$ cat src/rtl/p1_hazard_ctrl.sv
// p1_hazard_ctrl: P1 pipeline hazard sequencer (load-use stall, branch flush, memory-wait freeze).
// Define HAZ_PERF_CNT_EN to build the saturating stall/flush performance counters.
module p1_hazard_ctrl #(
  parameter int LOAD_STALL_CYCLES = 2,
  parameter int FLUSH_CYCLES      = 1,
  parameter int MEM_TIMEOUT       = 15,
  parameter int CNT_W             = 16
) (
  input  logic             i_clock,
  input  logic             i_reset_n,
  input  logic [4:0]       i_id_rs1,
  input  logic [4:0]       i_id_rs2,
  input  logic             i_id_rs1_used,
  input  logic             i_id_rs2_used,
  input  logic [2:0]       i_id_type,
  input  logic             i_ex_valid,
  input  logic             i_ex_is_load,
  input  logic [4:0]       i_ex_rd,
  input  logic             i_branch_taken,
  input  logic             i_mem_busy,
  output logic             o_stall_pc,
  output logic             o_stall_ifid,
  output logic             o_flush_ifid,
  output logic             o_bubble_idex,
  output logic             o_freeze_back,
  output logic             o_mem_err,
  output logic [CNT_W-1:0] o_stall_cycles,
  output logic [CNT_W-1:0] o_flush_count
);
  typedef enum logic [1:0] {RUN, LOAD_STALL, FLUSH, MEM_WAIT} state_t;
  localparam logic [3:0] L_RELOAD = 4'(LOAD_STALL_CYCLES - 1);
  localparam logic [3:0] F_RELOAD = 4'(FLUSH_CYCLES - 1);
  state_t r_state, w_state_n, r_ret, w_ret_n, w_eff;
  logic [3:0] r_cnt, w_cnt_n;
  logic [7:0] r_tmo, w_tmo_n;
  logic r_pend, w_pend_n, r_mem_err;
  logic w_hazard, w_br;
  assign w_hazard = i_ex_valid & i_ex_is_load & (i_ex_rd != 5'd0) & (i_id_type != 3'd7) &
                    ((i_id_rs1_used & (i_id_rs1 == i_ex_rd)) | (i_id_rs2_used & (i_id_rs2 == i_ex_rd)));
  // Leaving MEM_WAIT resumes whichever sequence was interrupted, with a deferred flush acting as a branch.
  assign w_eff = (r_state == MEM_WAIT) ? r_ret : r_state;
  assign w_br  = i_branch_taken | ((r_state == MEM_WAIT) & r_pend);
  always_comb begin
    o_stall_pc    = 1'b0;
    o_stall_ifid  = 1'b0;
    o_flush_ifid  = 1'b0;
    o_bubble_idex = 1'b0;
    o_freeze_back = 1'b0;
    w_state_n     = RUN;
    w_ret_n       = r_ret;
    w_cnt_n       = r_cnt;
    w_pend_n      = r_pend;
    w_tmo_n       = 8'd0;
    if (i_mem_busy) begin
      {o_stall_pc, o_stall_ifid, o_freeze_back} = 3'b111;
      w_state_n = MEM_WAIT;
      w_ret_n   = w_eff;
      w_pend_n  = r_pend | i_branch_taken;
      w_tmo_n   = (r_tmo == 8'hFF) ? r_tmo : r_tmo + 8'd1;
    end else if (w_br) begin
      {o_flush_ifid, o_bubble_idex} = 2'b11;
      w_pend_n  = 1'b0;
      w_cnt_n   = F_RELOAD;
      w_state_n = (FLUSH_CYCLES > 1) ? FLUSH : RUN;
    end else if (w_eff == LOAD_STALL) begin
      {o_stall_pc, o_stall_ifid, o_bubble_idex} = 3'b111;
      w_cnt_n   = r_cnt - 4'd1;
      w_state_n = (r_cnt == 4'd1) ? RUN : LOAD_STALL;
    end else if (w_eff == FLUSH) begin
      {o_flush_ifid, o_bubble_idex} = 2'b11;
      w_cnt_n   = r_cnt - 4'd1;
      w_state_n = (r_cnt == 4'd1) ? RUN : FLUSH;
    end else if (w_hazard) begin
      {o_stall_pc, o_stall_ifid, o_bubble_idex} = 3'b111;
      w_cnt_n   = L_RELOAD;
      w_state_n = (LOAD_STALL_CYCLES > 1) ? LOAD_STALL : RUN;
    end
    if (!i_reset_n) begin
      {o_stall_pc, o_stall_ifid, o_freeze_back} = 3'b000;
      {o_flush_ifid, o_bubble_idex} = 2'b11;
    end
  end
  always_ff @(posedge i_clock) begin
    if (!i_reset_n) begin
      r_state   <= RUN;
      r_ret     <= RUN;
      r_cnt     <= 4'd0;
      r_tmo     <= 8'd0;
      r_pend    <= 1'b0;
      r_mem_err <= 1'b0;
    end else begin
      r_state <= w_state_n;
      r_ret   <= w_ret_n;
      r_cnt   <= w_cnt_n;
      r_tmo   <= w_tmo_n;
      r_pend  <= w_pend_n;
      if (i_mem_busy && w_tmo_n >= 8'(MEM_TIMEOUT)) r_mem_err <= 1'b1;
    end
  end
  assign o_mem_err = r_mem_err;
`ifdef HAZ_PERF_CNT_EN
  logic [CNT_W-1:0] r_sc, r_fc;
  always_ff @(posedge i_clock) begin
    if (!i_reset_n) begin
      r_sc <= '0;
      r_fc <= '0;
    end else begin
      if (o_stall_pc && !(&r_sc)) r_sc <= r_sc + CNT_W'(1);
      if (!i_mem_busy && w_br && !(&r_fc)) r_fc <= r_fc + CNT_W'(1);
    end
  end
  assign o_stall_cycles = r_sc;
  assign o_flush_count  = r_fc;
`else
  assign o_stall_cycles = '0;
  assign o_flush_count  = '0;
`endif
endmodule

$ cat config.mk
export PLATFORM = sky130hd
export DESIGN_NAME = p1_hazard_ctrl
export DESIGN_NICKNAME = d
export VERILOG_FILES = /design/src/rtl/p1_hazard_ctrl.sv
export SDC_FILE = /design/constraint.sdc
export NUM_CORES = 1
export LEC_CHECK = 0
export CAP_MARGIN = 20
export CELL_PAD_IN_SITES_DETAIL_PLACEMENT = 1
export CELL_PAD_IN_SITES_GLOBAL_PLACEMENT = 1
export CORE_MARGIN = 3
export CORE_UTILIZATION = 31
export DETAILED_ROUTE_END_ITERATION = 8
export GPL_TIMING_DRIVEN = 1
export PLACE_DENSITY_LB_ADDON = 0.1
export SLEW_MARGIN = 20
export SYNTH_ARGS = -nofsm -noshare
export SYNTH_HDL_FRONTEND = slang
export SYNTH_SLANG_ARGS = --single-unit
$ cat constraint.sdc
create_clock -name i_clock -period 3.83 [get_ports i_clock]
set_clock_uncertainty 0.05 [all_clocks]
set_input_delay 0.766 -clock i_clock [delete_from_list [all_inputs] [get_ports i_clock]]
set_output_delay 0.766 -clock i_clock [all_outputs]
set_load 0.01 [all_outputs]
Word level (Yosys, flattened, before mapping):

Index checks and enable logic that the tools add are counted.

* mux-type cells: 34
* $lt $le $gt $ge: 1
* reductions and logical operators: 5
* add/subtract/negate cells: 2
* equal/unequal tests: 8
* bitwise gates (word level): 11

Operator list (number)
* 1-bit 2-to-1 mux: 22
* 4-bit 2-to-1 mux: 4
* 8-bit 2-to-1 mux: 2
* 2-bit 2-to-1 mux: 6
* 5-bit == test: 2
* 8-bit by 1-bit adder with 8-bit output, second input constant: 1
* 8-bit == test, second input constant: 1
* 8-bit by 4-bit >= comparator with 1-bit output, second input constant: 1
* 1-bit bitwise AND: 7
* 5-bit nonzero test: 1
* 2-bit == test, second input constant: 2
* 4-bit by 1-bit == test with 1-bit output, second input constant: 1
* 4-bit nonzero test: 1
* 4-bit by 1-bit subtractor with 4-bit output, second input constant: 1
* 3-bit != test, second input constant: 1
* 1-bit bitwise OR: 3
* 2-bit by 1-bit == test with 1-bit output, second input constant: 1
* 2-bit AND reduction: 1
* 2-bit nonzero test: 1
* 1-bit logical AND: 1
* 1-bit inverter: 1

* input port bits: 26
* output and inout port bits: 38
* bits in registers: 18

Depth between registers and ports, before layout:

Gate-level depths: netlist of the first run.

* depth in word-level cells: 10
* gate-level depth with buffers: 8
* gate-level depth less buffers: 8

Least setup slack after synthesis of the first run:

Ideal clock, no wire load.

* path type: input -> output
* start: in i_ex_rd[3]
* end: out o_stall_pc
* arrival: 2233 ps
* setup slack: 781 ps
* buffers on the path: 1
* cell stages on the path: 6
* cell sequence: xor2_1 nor4_1 nand3_1 a221o_1 o311ai_2 buf_4

* word-level cells in the longest chain between the ends: 10
* elaborated cells between the ends (all ways): 15

Ends and longest elaborated chain
* start, declared: line 18 `input logic [4:0] i_ex_rd,`
* 5-bit == test / 5-bit nonzero test (equally long branches): line 39, 38
* 1-bit bitwise AND (on tied branches): line 39, 38
* 1-bit bitwise OR / 1-bit bitwise AND (equally long branches): line 39, 38
* 1-bit bitwise AND *: line 38 `assign w_hazard = i_ex_valid & i_ex_is_load & (i_ex_rd != 5'd0) & (i_id_type != 3'd7) &`
* 1-bit 2-to-1 mux * (6 in a row)
* end, declared: line 21 `output logic o_stall_pc,`

Every way passes the cells marked *; elsewhere a longest branch is shown, timed or not.

Worst setup path after layout of the first run:

* start: in i_ex_rd[2]
* end: out o_stall_pc

* word-level cells in the longest chain between the ends: 10
* elaborated cells between the ends (all ways): 15

Ends and longest elaborated chain
* 5-bit == test / 5-bit nonzero test (equally long branches): line 39, 38
* 1-bit bitwise AND (on tied branches): line 39, 38
* 1-bit bitwise OR / 1-bit bitwise AND (equally long branches): line 39, 38
* 1-bit bitwise AND *: line 38
* 1-bit 2-to-1 mux *: line 73 `end else if (w_hazard) begin`
* 1-bit 2-to-1 mux *: line 69 `end else if (w_eff == FLUSH) begin`
* 1-bit 2-to-1 mux *: line 65 `end else if (w_eff == LOAD_STALL) begin`
* 1-bit 2-to-1 mux *: line 60 `end else if (w_br) begin`
* 1-bit 2-to-1 mux *: line 54 `if (i_mem_busy) begin`
* 1-bit 2-to-1 mux *: line 78 `if (!i_reset_n) begin`

Marked as above.

==> results.md, run 1 <==
* DR pass1 iterations at 4
* DR WL/cell at 13.2 um
* CTS Sinks at 18
* Fin. Hold Viols at 0
* Final setup fails at 0
* Max Fclk at 0.274 GHz
* Post-CTS setup buffer count at 0
* N_diodes at 0
* Cell Area, Placed at 1630 um2
* Final non-filler cell total at 255
* Post-route DRC violation count at 0
* Hold Path Class: flop to flop
* Register area at 360 um2
* Number of vias per cell at 4.76
* Placed Cells at 251
* Avg Synthesized Cell Area at 8.00 um2
* Area of the core at 4120 um2
* Port-buffer cells at 31
* Power Dens Cells at 282 nW/um2
* First-pass GRT wire length at ~5600 um
* Crit Path Category: input pin to primary output
* Leakage at 0.681 nW
* Synthesized instance count at between 150 and 200
* Max-cap violations at 0
* H-tree levels at 1
* CP Max Fanout at 3
* Clock Tree Root: clkbuf_8
* RD Place Congestion at 0.735
* Vias in the first global route at 1,280
* Pin count of the biggest net entering global routing at 11
* WP data required at 3.01 ns
* Fill count at 521
* Post-route antenna net violation count at 0
* Most frequent cells in the layout: conb_1 (32), clkdlybuf4s50_1 (28), dfxtp_1 (18)
* Synthesized area at 1370 um2
* Layout cell share with drive strength beyond 1 at 5.85%
* Worst-Margin Slew at 0.597 ns
* Clock buffer count from CTS at 3
* CTS tree: yes
* Ys flop type: dfxtp_1
* Clk Latency, worst-skew pair at 0.26 ns
* Layout Utilization at 41.0%
* Area delta synth->final at 23.2%
* Synth Register Bits at 18
* Rows at 23
* Clock Path Buffers at 2
* Yosys warns at 0
* Status: finished, final reports clean
* Area of the multi-input gates at 845 um2
* Via count at 1,215
* CP Capture Type: primary output
* Starting Density at between 30% and 40%
* Nets at 238
* Maximum vdd drop at between 0.0001 and 0.00015 V
* Rel. slew slack at 59.8%
* Library cells used by synthesis at 37
* Die Ht at around 72 um
* Initial antenna violation count at 0
* Boundary pin count at 64
* RSZ-0062 raised after global routing: false
* Min Tclk post-route at 3.65 ns
* Ys async rst share at 0%
* CP Launch Type: input pin
* Drt total wl at 3370 um
* Die Wd at 72.4 um
* Initial DRC count at 78
* GRT Resource Usage Total at 13.4%
* Post-route clock period utilization at 95.2%
* Commonest non-fill, non-tap cell in the layout: conb_1
* Number of flops mapped to enable cells by yosys at 0
* Post-synthesis sequential area ratio at 26.3%
* Final instance area at 1690 um2
* Crit path arrival time at 2.83 ns
* Final HPWL DP at 2860 um
* Final Slew Violations at 0
* GRT overflow at 0
* Die area at 5240 um2
* Clock-pin slew on the worst setup and hold paths at around 0.08 ns
* Tot Pwr at 0.000475 W
==> flip-flops by register name (all words and copies together), names as in the netlist <==
name and count:
r_tmo 8, r_cnt 4, r_ret 2, r_state 2
o_mem_err 1, r_pend 1
==> Yosys cell counts, types with 3 or more instances <==
cell	number	area [um2]
a21oi_1	5	25.0
a31oi_1	4	25.0
buf_4	33	248
clkbuf_1	3	11.3
dfxtp_1	18	360
ha_1	6	75.1
inv_1	7	26.3
mux2i_1	6	60.1
nand2_1	12	45.0
nand3_1	9	45.0
nor2_1	15	56.3
nor3_1	7	35.0
o21ai_0	10	50.1
xnor2_1	3	26.3
xor2_1	8	70.1
==> power breakdown <==
part | total [W] | internal [W] | leakage [nW] | switching [W]
Combinational | 0.000114 | 0.0000538 | 0.506 | 0.0000602
Sequential | 0.000200 | 0.000194 | 0.147 | 0.00000585
Clock | 0.000161 | 0.0000914 | 0.0288 | 0.0000697
==> repair_timing <==
action,in CTS,in global routing
gates resized for setup,3,1
setup endpoints to repair,3,2
endpoints found under the hold margin,0,0
hold buffers,0,0
==> critical path, stage by stage <==
cell and delay (ns):
clkdlybuf4s50_1 0.49, xor2_1 0.20, nor4_2 0.25, nand3_1 0.11, a221o_1 0.38, o311ai_2 0.32, dlygate4sd2_1 0.31
==> kinds of logic after synthesis <==
kind of cell             count (synthesis)  synth area share (%)
other                                    1                 0.274
adder cells (fa/ha/maj)                  6                  5.49
multiplexers                             6                  4.39
buffers and inverters                   43                  20.9
AO/OA/AOI/OAI                           30                  15.2
XOR/XNOR                                11                  7.05
flip-flops                              18                  26.3
AND/OR/NAND/NOR                         56                  20.4
==> through the flow <==
step,setup WS (ns),hold WS [ns],TNS [ns]
after floorplan,0.781,0.398,0
after global placement,-0.0785,0.420,-0.169
after detailed placement,-0.166,0.430,-0.399
after CTS,0.134,0.441,0
after global routing,0.0490,0.485,0
final,0.183,0.438,0
==> worst paths after layout <==
check                        start                     to  slack (ns)  cells after the start
max                     i_ex_rd[2]             o_stall_pc        0.18                      7
min          r_cnt[1]$_SDFFE_PN0P_  r_cnt[1]$_SDFFE_PN0P_        0.44                      2
min reg2reg  r_cnt[1]$_SDFFE_PN0P_  r_cnt[1]$_SDFFE_PN0P_        0.44                      2
max reg2reg  r_state[1]$_SDFF_PN0_  r_cnt[3]$_SDFFE_PN0P_        1.33                      8
==> layout make-up <==
type | count | share of cell area, %
Tap cell | 50 | 3.71
Multi-Input combinational cell | 141 | 50.1
Timing Repair Buffer | 35 | 20.0
Clock buffer | 4 | 3.27
Sequential cell | 18 | 21.4
Inverter | 7 | 1.56
==> layer usage <==
layer	routed length, um	part of all wire (%)	GRT usage, %	up-vias
met4	56	1.7	6.35	0
li1	-	-	-	595
met2	1620	48	23.7	61
met3	244	7.2	2.63	4
met5	0	0	0	-
met1	1460	43	15.5	555
Note: power is estimated with default switching activity, not from simulation.
==> run 2, diff against run 1 <==
--- a/config.mk
+++ b/config.mk
@@ -9,7 +9,8 @@
 export CELL_PAD_IN_SITES_DETAIL_PLACEMENT = 1
 export CELL_PAD_IN_SITES_GLOBAL_PLACEMENT = 1
 export CORE_MARGIN = 3
-export CORE_UTILIZATION = 31
+export CORE_UTILIZATION = 32
+export CTS_BUF_LIST = sky130_fd_sc_hd__clkbuf_2
 export DETAILED_ROUTE_END_ITERATION = 8
 export GPL_TIMING_DRIVEN = 1
 export PLACE_DENSITY_LB_ADDON = 0.1
==> results.md, run 2 (synthesized netlist as in run 1, its figures left out) <==
* Max-cap violations at 0 (unchanged)
* H-tree levels at 1 (unchanged)
* Area of the core at 4060 um2 (was 4120 um2)
* Clock-pin slew on the worst setup and hold paths at 0.20 ns (was 0.08 ns)
* Final non-filler cell total at 255 (unchanged)
* Initial antenna violation count at 0 (unchanged)
* Drt total wl at 3570 um (was 3370 um)
* Worst-Margin Slew at 0.582 ns (was 0.597 ns)
* Rows at 23 (unchanged)
* Cell Area, Placed at 1630 um2 (unchanged)
* Vias in the first global route at 1,294 (was 1,280)
* GRT overflow at 0 (unchanged)
* Final instance area at 1640 um2 (was 1690 um2)
* Placed Cells at 251 (unchanged)
* Final HPWL DP at 2980 um (was 2860 um)
* Starting Density at 33.7% (was 33.2%)
* Die area at 5090 um2 (was 5240 um2)
* CP Launch Type: input pin (unchanged)
* Layout cell share with drive strength beyond 1 at 4.88% (was 5.85%)
* DR WL/cell at 14.0 um (was 13.2 um)
* Die Wd at 71.4 um (was 72.4 um)
* CTS tree: yes (unchanged)
* Area delta synth->final at 20.1% (was 23.2%)
* Initial DRC count at 50 (was 78)
* Biggest regs: r_tmo x8, r_cnt x4 (unchanged)
* Clock buffer count from CTS at 3 (unchanged)
* Clk Latency, worst-skew pair at 0.32 ns (was 0.26 ns)
* Reg2Reg Capture Point: r_cnt[3]$_SDFFE_PN0P_ (unchanged)
* Met3 usage at 3.23% (was 2.63%)
* Pin count of the biggest net entering global routing at 11 (unchanged)
* GR peak layer: met2 (unchanged)
* Hold_buf cts at 0 (unchanged)
* Layout Utilization at 40.5% (was 41.0%)
* Min Tclk post-route at 3.68 ns (was 3.65 ns)
* Clock Tree Root: clkbuf_2 (was clkbuf_8)
* Grt met2 use at 25.6% (was 23.7%)
* Nets at 238 (unchanged)
* Rel. slew slack at 60.8% (was 59.8%)
* CTS Sinks at 18 (unchanged)
* RSZ-0062 raised after global routing: false (unchanged)
* Reg2Reg Depth at 8 (unchanged)
* Power Dens Cells at 248 nW/um2 (was 282 nW/um2)
* Most frequent cells in the layout: conb_1 (32), clkdlybuf4s50_1 (28), dfxtp_1 (18) (unchanged)
* Crit path arrival time at 2.86 ns (was 2.83 ns)
* Maximum vdd drop at 0.0000933 V (was 0.000102 V)
* Port-buffer cells at 31 (unchanged)
* Max Fclk at 0.272 GHz (was 0.274 GHz)
* N_diodes at 0 (unchanged)
* Met1 usage at 17.0% (was 15.5%)
* Final setup fails at 0 (unchanged)
* Number of vias per cell at 4.80 (was 4.76)
* Final Hold Slack at 0.469 ns (was 0.438 ns)
* Top reg by flops: r_tmo (unchanged)
* Clock Path Buffers at 2 (unchanged)
* Hold Path Class: flop to flop (unchanged)
* Final Slew Violations at 0 (unchanged)
* CP Capture Type: primary output (unchanged)
* Post-route antenna net violation count at 0 (unchanged)
* Commonest non-fill, non-tap cell in the layout: conb_1 (unchanged)
* Worst setup endpoint: o_stall_ifid (was o_stall_pc)
* Leakage at 0.666 nW (was 0.681 nW)
* Post-route DRC violation count at 0 (unchanged)
* Via count at 1,224 (was 1,215)
* CP Launch Point: i_ex_rd[2] (unchanged)
* Boundary pin count at 64 (unchanged)
* Largest register FFs at 8 (unchanged)
* R2R setup slack at 1.30 ns (was 1.33 ns)
* Worst flop-to-flop path startpoint: r_state[1]$_SDFF_PN0_ (unchanged)
* DR pass1 iterations at 4 (unchanged)
* GRT Resource Usage Total at 14.1% (was 13.4%)
* RD Place Congestion at 0.798 (was 0.735)
* Crit Path Category: input pin to primary output (unchanged)
* Die Ht at 71.4 um (was 72.4 um)
* Fin. Hold Viols at 0 (unchanged)
* CP Max Fanout at 3 (unchanged)
* Status: finished, final reports clean (unchanged)
* First-pass GRT wire length at 5880 um (was 5630 um)
* WP data required at 3.01 ns (about the same)
* Post-route clock period utilization at 96.0% (was 95.2%)
[run 2: worst min path at each step]
stage / startpoint / end / slack [ns] / cells after the start
floorplan: r_cnt[1]$_SDFFE_PN0P_ / r_cnt[1]$_SDFFE_PN0P_ / 0.40 / 2
global placement: r_cnt[1]$_SDFFE_PN0P_ / r_cnt[1]$_SDFFE_PN0P_ / 0.42 / 2
detailed placement: r_cnt[2]$_SDFFE_PN0P_ / r_cnt[2]$_SDFFE_PN0P_ / 0.44 / 2
CTS: r_tmo[1]$_SDFF_PN0_ / r_tmo[1]$_SDFF_PN0_ / 0.47 / 2
global route: r_cnt[1]$_SDFFE_PN0P_ / r_cnt[1]$_SDFFE_PN0P_ / 0.50 / 2
finish: r_tmo[1]$_SDFF_PN0_ / r_tmo[1]$_SDFF_PN0_ / 0.47 / 2
[run 2: critical path: stages]
cell and delay (ns):
clkdlybuf4s50_1 0.47, xor2_1 0.19, nor4_1 0.32, nand3_1 0.12, a221o_1 0.35, o311ai_2 0.31
dlygate4sd2_1 0.32
[run 2: final cells by class]
| class | instances | area [um2] |
|---|---|---|
| Inverter | 7 | 26.3 |
| Fill cell | 505 | 2410 |
| Clock buffer | 3 | 15.0 |
| Tap cell | 50 | 62.6 |
| Multi-Input combinational cell | 141 | 838 |
| Timing Repair Buffer | 35 | 337 |
| Clock inverter | 1 | 3.75 |
| Sequential cell | 18 | 360 |
[run 2: layer usage]
| metal | routed length (um) | share of wire (%) |
|---|---|---|
| met1 | 1540 | 43 |
| met2 | 1830 | 51 |
| met3 | 169 | 4.7 |
| met4 | 38 | 1.1 |
| met5 | 0 | 0 |
[run 2: per-stage QoR]
stage	TNS [ns]	power [W]	setup WS [ns]
after CTS	0	0.000413	0.128
after global placement	-0.152	0.000317	-0.0766
final	0	0.000408	0.153
after floorplan	0	0.000291	0.781
after global routing	0	0.000433	0.0181
after detailed placement	-0.448	0.000321	-0.190
[run 2: timing repair]
item                                    in CTS  in global routing
setup buffers                                0                  0
resized for setup                            3                  0
hold endpoints to repair                     0                  0
endpoints found under the setup margin       3                  0
[run 2: power by group]
| part | internal, W | switching, W |
|---|---|---|
| combinational | 0.0000540 | 0.0000614 |
| sequential | 0.000194 | 0.00000636 |
| clock | 0.0000227 | 0.0000691 |
==> run 3, diff against run 2 <==
--- a/config.mk
+++ b/config.mk
@@ -11,6 +11,7 @@
 export CORE_MARGIN = 3
 export CORE_UTILIZATION = 32
 export CTS_BUF_LIST = sky130_fd_sc_hd__clkbuf_2
+export CTS_CLUSTER_SIZE = 12
 export DETAILED_ROUTE_END_ITERATION = 8
 export GPL_TIMING_DRIVEN = 1
 export PLACE_DENSITY_LB_ADDON = 0.1
==> constraint.sdc (replaced) <==
create_clock -name i_clock -period 3.83 [get_ports i_clock]
set_clock_uncertainty 0.05 [all_clocks]
set_input_delay 1.149 -clock i_clock [delete_from_list [all_inputs] [get_ports i_clock]]
set_output_delay 1.149 -clock i_clock [all_outputs]
set_load 0.01 [all_outputs]
==> results.md, run 3 (synthesized netlist as in run 1, its figures left out) <==
* Worst flop-to-flop path startpoint: r_state[1]$_SDFF_PN0_ (unchanged)
* Placed Cells at 255 (was 251)
* Clk Latency, worst-skew pair at 0.33 ns (was 0.32 ns)
* Fin. Hold Viols at 0 (unchanged)
* Layout cell share with drive strength beyond 1 at 13.8% (was 4.88%)
* Commonest non-fill, non-tap cell in the layout: conb_1 (unchanged)
* Setup_tns at -0.0450 ns (was 0 ns)
* GRT Resource Usage Total at 14.9% (was 14.1%)
* N_diodes at 0 (unchanged)
* Failing checks: setup timing
* Largest register FFs at 8 (unchanged)
* Hold Startpoint: r_cnt[1]$_SDFFE_PN0P_ (was r_tmo[1]$_SDFF_PN0_)
* Post-route DRC violation count at 0 (unchanged)
* Clock buffer count from CTS at 3 (unchanged)
* RD Place Congestion at 0.784 (was 0.798)
* Rows at 23 (unchanged)
* Area of the core at 4060 um2 (unchanged)
* Pin count of the biggest net entering global routing at 11 (unchanged)
* Initial DRC count at 60 (was 50)
* Reg2Reg Depth at 8 (unchanged)
* Boundary pin count at 64 (unchanged)
* H-tree levels at 1 (unchanged)
* Hold Path Class: flop to flop (unchanged)
* Reg2Reg Capture Point: r_cnt[3]$_SDFFE_PN0P_ (unchanged)
* Crit Path Category: input pin to primary output (unchanged)
* Clock Path Buffers at 2 (unchanged)
* Clock Tree Root: clkbuf_2 (unchanged)
* Worst-Margin Slew at 0.518 ns (was 0.582 ns)
* Post-route antenna net violation count at 0 (unchanged)
* WHS Endpoint: r_cnt[1]$_SDFFE_PN0P_ (was r_tmo[1]$_SDFF_PN0_)
* Die Wd at 71.4 um (unchanged)
* CP Max Fanout at 3 (unchanged)
* Die Ht at 71.4 um (unchanged)
* Max-cap violations at 0 (unchanged)
* CP Launch Type: input pin (unchanged)
* Clock-pin slew on the worst setup and hold paths at 0.18 ns (was 0.20 ns)
* Min Tclk post-route at 3.85 ns (was 3.68 ns)
* Clock group share of total power at 22.1% (was 22.5%)
* Status: complete, but fails checks (was finished, final reports clean)
* CTS tree: yes (unchanged)
* Final setup fails at 2 (was 0)
* CP Capture Type: primary output (unchanged)
* Fill count at 518 (was 505)
* Worst path max stage delay at 0.38 ns (was 0.47 ns)
* Leakage at 0.711 nW (was 0.666 nW)
* Top reg by flops: r_tmo (unchanged)
* Via count at 1,217 (was 1,224)
* CTS Sinks at 18 (unchanged)
* Max Fclk at 0.259 GHz (was 0.272 GHz)
* Worst path cell trace: buf_6 -> xor2_1 -> nor4_1 -> nand3_1 -> a221o_1 -> o311ai_2 -> buf_2 (was clkdlybuf4s50_1 -> xor2_1 -> nor4_1 -> nand3_1 -> a221o_1 -> o311ai_2 -> dlygate4sd2_1)
* Pint at 0.000269 W (was 0.000271 W)
* Sw Ratio at 33.6% (was 33.5%)
* Layout Utilization at 40.7% (was 40.5%)
* Hold_buf cts at 0 (unchanged)
* Maximum vdd drop at 0.000149 V (was 0.0000933 V)
* Sequential power share at 49.7% (was 49.2%)
* Final non-filler cell total at 260 (was 255)
* Comb pwr share at 28.2% (was 28.3%)
* Post-route clock period utilization at 101% (was 96.0%)
* Starting Density at 33.7% (unchanged)
* Most frequent cells in the layout: conb_1 (32), dfxtp_1 (18), nor2_1 (15) (was conb_1 (32), clkdlybuf4s50_1 (28), dfxtp_1 (18))
* Drt total wl at 3660 um (was 3570 um)
* Number of vias per cell at 4.68 (was 4.80)
* Vias in the first global route at 1,260 (was 1,294)
* RSZ-0062 raised after global routing: true (was false)
* R2R setup slack at 1.36 ns (was 1.30 ns)
* First-pass GRT wire length at 6090 um (was 5880 um)
* Setup ws final at -0.0242 ns (was 0.153 ns)
* Die area at 5090 um2 (unchanged)
* Hold Crit Depth at 2 (unchanged)
* Nets at 243 (was 238)
* Biggest regs: r_tmo x8, r_cnt x4 (unchanged)
* Sw power at 0.000136 W (was 0.000137 W)
* Port-buffer cells at 31 (unchanged)
* Area delta synth->final at 20.8% (was 20.1%)
* GRT overflow at 0 (unchanged)
* Slowest stage cell, crit path: a221o_1 (was clkdlybuf4s50_1)
* Final HPWL DP at 3030 um (was 2980 um)
* Tot Pwr at 0.000405 W (was 0.000408 W)
* Final Slew Violations at 0 (unchanged)
* DR pass1 iterations at 4 (unchanged)
* Crit path arrival time at 2.66 ns (was 2.86 ns)
* Initial antenna violation count at 0 (unchanged)
* Power Dens Cells at 245 nW/um2 (was 248 nW/um2)
* WP data required at 2.63 ns (was 3.01 ns)
* DR WL/cell at 14.1 um (was 14.0 um)
* Rel. slew slack at 65.0% (was 60.8%)
-- run 3: changes by cell type in the layout (fill, tap and decap cells not counted), sizes merged --
cell / change
dlymetal6s2s: +1
clkdlybuf4s15: +1
buf: +17
clkbuf: +1
clkdlybuf4s50: -17
dlygate4sd2: +2
-- run 3: worst max-delay path, delay by kind of cell --
family / cells / cell delay (ns)
AND/OR/NAND/NOR: 2 / 0.43
AO/OA/AOI/OAI: 2 / 0.65
XOR/XNOR: 1 / 0.15
buffers and inverters: 2 / 0.28
-- run 3: through the flow --
| step | cell area (um2) | hold slack [ns] | worst slack, ns |
|---|---|---|---|
| final | 1650 | 0.448 | -0.0242 |
| after global routing | 1650 | 0.500 | -0.130 |
| after CTS | 1640 | 0.460 | -0.0452 |
| after detailed placement | 1660 | 0.439 | -0.909 |
| after global placement | 1660 | 0.411 | -0.856 |
| after floorplan | 1480 | 0.398 | 0.0154 |
-- run 3: worst max path at each step --
stage / start / endpoint / slack [ns]
floorplan: i_ex_rd[3] / o_stall_pc / 0.02
global placement: i_ex_rd[3] / o_stall_pc / -0.86
detailed placement: i_ex_rd[4] / o_stall_ifid / -0.91
CTS: i_id_rs2[2] / o_stall_ifid / -0.05
global route: i_id_rs2[2] / o_stall_pc / -0.13
finish: i_id_rs2[2] / o_stall_ifid / -0.02
-- run 3: layout make-up --
| class | instances | area, um2 | share of cell area (%) |
|---|---|---|---|
| Clock buffer | 3 | 15.0 | 0.909 |
| Clock inverter | 1 | 3.75 | 0.227 |
| Inverter | 7 | 26.3 | 1.59 |
| Multi-Input combinational cell | 141 | 850 | 51.4 |
| Sequential cell | 18 | 360 | 21.8 |
| Tap cell | 50 | 62.6 | 3.79 |
| Timing Repair Buffer | 40 | 334 | 20.2 |
-- run 3: layer usage --
layer	GRT usage (%)	vias up	part of all wire, %
li1	-	605	-
met5	0	-	0
met2	25.0	34	49
met3	4.49	2	5.5
met4	3.13	0	0.22
met1	18.8	576	45
-- run 3: repair_timing --
item                                   CTS  global route
endpoints found under the hold margin    0             0
setup endpoints to repair                5             4
buffers inserted                         0             1
gates resized for setup                 62             3
pin swaps                               12             1
cloned                                   0             0
-- run 3: power by group through the flow --
stage | sequential, W | clock [W] | combinational [W]
global route | 0.000203 | 0.000102 | 0.000127
global placement | 0.000204 | 0 | 0.000116
floorplan | 0.000202 | 0 | 0.0000883
finish | 0.000201 | 0.0000894 | 0.000114
detailed placement | 0.000204 | 0 | 0.000119
CTS | 0.000201 | 0.0000948 | 0.000113
